## src/rtl/ext_irq_ctrl.sv

```systemverilog
// ext_irq_ctrl: edge-latched fixed-priority ExtIRQ/ExtIAck source; IRQ_TIMEOUT_EN adds request timeout
module ext_irq_ctrl #(
  parameter int NSRC = 4,
  parameter int HOLDOFF = 2,
  parameter int TIMEOUT = 255
) (
  input  logic                    clk,
  input  logic                    reset,
  input  logic [NSRC-1:0]         src_irq,
  input  logic [NSRC-1:0]         irq_mask,
  output logic                    ExtIRQ,
  input  logic                    ExtIAck,
  output logic [$clog2(NSRC)-1:0] irq_id,
  output logic                    irq_valid,
  output logic [NSRC-1:0]         pending,
  output logic                    timeout_err
);
  localparam int IW = $clog2(NSRC);
  localparam int CW = $clog2((HOLDOFF > TIMEOUT ? HOLDOFF : TIMEOUT) + 2);
  typedef enum logic [1:0] {IDLE, REQ, ACK, HOLD} state_t;
  state_t state, state_nxt;
  logic [NSRC-1:0] src_prev, eligible, clr;
  logic [IW-1:0] winner;
  logic [CW-1:0] cnt;
  logic hold_done, timed_out;
  assign eligible = pending & irq_mask;
  assign hold_done = HOLDOFF == 0 || cnt == CW'(HOLDOFF - 1);
  assign clr = (state == REQ && ExtIAck) ? NSRC'(1) << irq_id : '0;
`ifdef IRQ_TIMEOUT_EN
  assign timed_out = state == REQ && !ExtIAck && cnt == CW'(TIMEOUT - 1);
  always_ff @(posedge clk)
    if (reset) timeout_err <= 1'b0;
    else if (timed_out) timeout_err <= 1'b1;
`else
  assign timed_out = 1'b0;
  assign timeout_err = 1'b0;
`endif
  always_comb begin
    winner = '0;
    for (int i = NSRC - 1; i >= 0; i--)
      if (eligible[i]) winner = IW'(i);
  end
  always_comb begin
    state_nxt = state;
    unique case (state)
      IDLE: state_nxt = |eligible ? REQ : IDLE;
      REQ:  state_nxt = ExtIAck ? ACK : timed_out ? HOLD : REQ;
      ACK:  state_nxt = ExtIAck ? ACK : HOLDOFF > 0 ? HOLD : IDLE;
      HOLD: state_nxt = hold_done ? IDLE : HOLD;
    endcase
  end
  always_ff @(posedge clk) begin
    if (reset) begin
      state <= IDLE;
      src_prev <= '0;
      pending <= '0;
      cnt <= '0;
      ExtIRQ <= 1'b0;
      irq_valid <= 1'b0;
      irq_id <= '0;
    end else begin
      state <= state_nxt;
      src_prev <= src_irq;
      pending <= (pending & ~clr) | (src_irq & ~src_prev);
      cnt <= state_nxt != state ? '0 : cnt + CW'(1);
      ExtIRQ <= state_nxt == REQ;
      irq_valid <= state_nxt == REQ || state_nxt == ACK;
      irq_id <= state == IDLE ? winner : (state_nxt == REQ || state_nxt == ACK) ? irq_id : '0;
    end
  end
endmodule

```

## config.mk

```make
export PLATFORM = sky130hd
export DESIGN_NAME = ext_irq_ctrl
export DESIGN_NICKNAME = d
export VERILOG_FILES = /design/src/rtl/ext_irq_ctrl.sv
export SDC_FILE = /design/constraint.sdc
export NUM_CORES = 1
export LEC_CHECK = 0
export CAP_MARGIN = 5
export CORE_MARGIN = 2
export CORE_UTILIZATION = 53
export CTS_BUF_LIST = sky130_fd_sc_hd__clkbuf_16
export DETAILED_ROUTE_END_ITERATION = 7
export GPL_ROUTABILITY_DRIVEN = 0
export PLACE_DENSITY = 0.81
export SKIP_LAST_GASP = 1
export SLEW_MARGIN = 20
export SYNTH_ARGS = -nofsm -noshare
export SYNTH_HDL_FRONTEND = slang
export SYNTH_SLANG_ARGS = --single-unit
```

## constraint.sdc

```tcl
create_clock -name clk -period 3.8 [get_ports clk]
set_clock_uncertainty 0.15 [all_clocks]
set_input_delay 0.76 -clock clk [delete_from_list [all_inputs] [get_ports clk]]
set_output_delay 0.76 -clock clk [all_outputs]
set_load 0.01 [all_outputs]
```

==> flow_summary.yaml <==
run_status:
  outcome: "completed"
worst_setup_path:
  worstPathRequired_ps: 3840
  rr_startpoint: "state[1]"
  crit_arrival_ps: 2680
  crit_start: "ExtIAck"
  cp-start-kind: "input port"
  path_max_fanout: 3
  critPathCaptureType: "register"
  reg2reg_depth: 7
  critical_path_class: "input port to register"
  setup.worst_path.end: "irq_id[1]"
  r2r_end: "irq_id[1]"
  reg2reg_slack_ps: 1690
die:
  rows: 16
  core_um2: 1922
  die_h_um: 48.53
  die_w_um: 48.53
  die-area_um2: 2355
  initial_core_util_pct: 54.69
  pin_count: 20
clock_tree:
  post_cts.repair.setup_buffers: 0
  clkTransAtPathRegs_ps: 60
  cts-resized-gates: 0
  cts_tree: "yes"
  cts.sinks: 23
  clockRootBuffer: "clkbuf_16"
  cts_buffers: 3
  max-clock-path-buffers: 2
  insertion_delay_ps: 250
  ctsHoldBuffers: 0
  h-tree-depth: 1
global_route:
  grtUsageTotal_pct: 17.82
  antenna_found_initial: 0
  grt_max_degree: 16
  grt_pass1_wl_mm: 3.332
  grt_pass1_vias: 773
  grt_overflow: 0
synth:
  yosys_warnings: 0
  synth.distinct_cells: 35
  seq_area_frac_synth_pct: 43.81
  syn_nets: 126
  postSynthCellCount: 112
  synthesis.area_um2: 1051
  ys_seq_elements: 23
  async_reset_ff_share_pct: 0
  syn_avg_cell_area_um2: 9.384
  synthFlopType: "dfxtp_1"
  synth_edf_count: 0
final_layout:
  seq_area_um2: 460.4
  final_nets: 145
  area_growth_pct: 24.76
  multi_input_area_um2: 534.3
  layout_common_cells: "dfxtp_1 (23), clkdlybuf4s50_1 (18), nor2_2 (9)"
  finish.utilization_pct: 68.23
  mostFrequentLayoutCell: "dfxtp_1"
  fillers: 165
  drive_gt1_share_pct: 13.85
  num_antenna_cells: 0
timing:
  hold_violations: 0
  rsz0062_at_grt: "no"
  fin_setup_tns_ps: 0
  tightest_slew_ps: 585.0
  post-route-worst-setup-slack_ps: 1161
  finalCriticalPeriod_ps: 2639
  max_freq_mhz: 378.9
  slew_violations: 0
  setup_viol: 0
  post-route-period-util_pct: 69.45
  relSlewSlack_pct: 60.95
drt:
  dr.pass1.iters: 4
  vias: 810
  drt_iter0_drc: 17
  drc: 0
  viasPerCell: 5.159
  wire_per_inst_um: 12.25
  ant_nets: 0
  drt_wl_total_mm: 1.923
placed_design:
  pre_cts_ws_ps: 919.9
  io_buffers: 18
  hpwl_mm: 1.425
pwr:
  p_leak_nw: 0.4764
  vdd_drop_max_mv: 0.2899
  powerDensity_nw_per_um2: 458.4
worst_hold_path:
  holdPathStages: 2
  hp-class: "register to register"
job:
  cap_violations: 0
==> registers in the layout, indices dropped and copies added, names as in the netlist <==
name and count:
src_prev 4, cnt 9, state 2, irq_id 2, irq_valid 1, ExtIRQ 1, pending 4
==> report_power, final <==
group	total, mW	internal [mW]	leakage [nW]	switching [mW]
logic	0.101	0.0518	0.247	0.0495
registers	0.275	0.259	0.189	0.0165
clock network	0.225	0.141	0.0409	0.0832
==> layout make-up <==
cell class                 count  share of cell area (%)
multi-input combinational     79                   40.74
clock inverter                 1                  0.3817
timing repair buffer          18                   13.74
clock buffer                   3                   5.725
inverter                       6                   1.718
sequential                    23                   35.11
tap                           27                   2.576
==> critical path, stage by stage <==
cell and delay, ps:
clkdlybuf4s50_1 510, inv_1 70, maj3_1 350, a211o_1 320, ha_1 340, nor3_1 180
a21oi_1 60, nor2_1 80
==> how the worst min path moves through the flow <==
| stage | startpoint | end | slack [ps] |
|---|---|---|---|
| global route | src_prev[1] | pending[1] | 350 |
| global placement | src_prev[2] | pending[2] | 320 |
| finish | src_prev[1] | pending[1] | 340 |
| floorplan | cnt[0] | cnt[0] | 300 |
| detailed placement | src_prev[1] | pending[1] | 330 |
| CTS | src_prev[1] | pending[1] | 340 |
==> cell usage after synthesis (2+ instances only) <==
| library cell | instances | area, µm² |
|---|---|---|
| a21oi_1 | 5 | 25.02 |
| nor2_1 | 7 | 26.28 |
| dfxtp_1 | 23 | 460.4 |
| nor2b_1 | 5 | 31.28 |
| ha_1 | 3 | 37.54 |
| xnor2_1 | 5 | 43.79 |
| xor2_1 | 2 | 17.52 |
| nand2_1 | 8 | 30.03 |
| nor2_2 | 9 | 56.30 |
| nor3_1 | 5 | 25.02 |
| nand3_1 | 4 | 20.02 |
| nand2b_1 | 4 | 25.02 |
| buf_6 | 2 | 22.52 |
| o41ai_1 | 4 | 35.03 |
| inv_1 | 6 | 22.52 |
==> metrics by stage <==
stage          hold WS [ps]  total power [mW]  cell area (µm²)  cells
6_report              338.5            0.6011             1311    157
5_1_grt               355.0            0.6257             1311    157
2_1_floorplan         304.4            0.3441             1051    112
3_5_place_dp          331.4            0.3816             1231    153
4_1_cts               341.1            0.6062             1311    157
3_3_place_gp          321.2            0.3779             1231    153
==> cells by family after synthesis <==
kind of cell	Yosys count	synth area share [%]
XOR/XNOR	7	5.833
adder cells (fa/ha/maj)	4	4.524
other	1	0.3568
flip-flops	23	43.81
buffers and inverters	10	5.357
AO/OA/AOI/OAI	19	13.33
AND/OR/NAND/NOR	48	26.79
==> layer usage <==
layer / routed length [µm] / global-route usage [%] / vias up
met5: 0 / 0 / -
met4: 29 / 7.143 / 0
met3: 76 / 3.086 / 3
met2: 887 / 28.70 / 18
met1: 929 / 23.78 / 371
li1: - / - / 418
No activity file was read; power rests on OpenSTA's default activity.
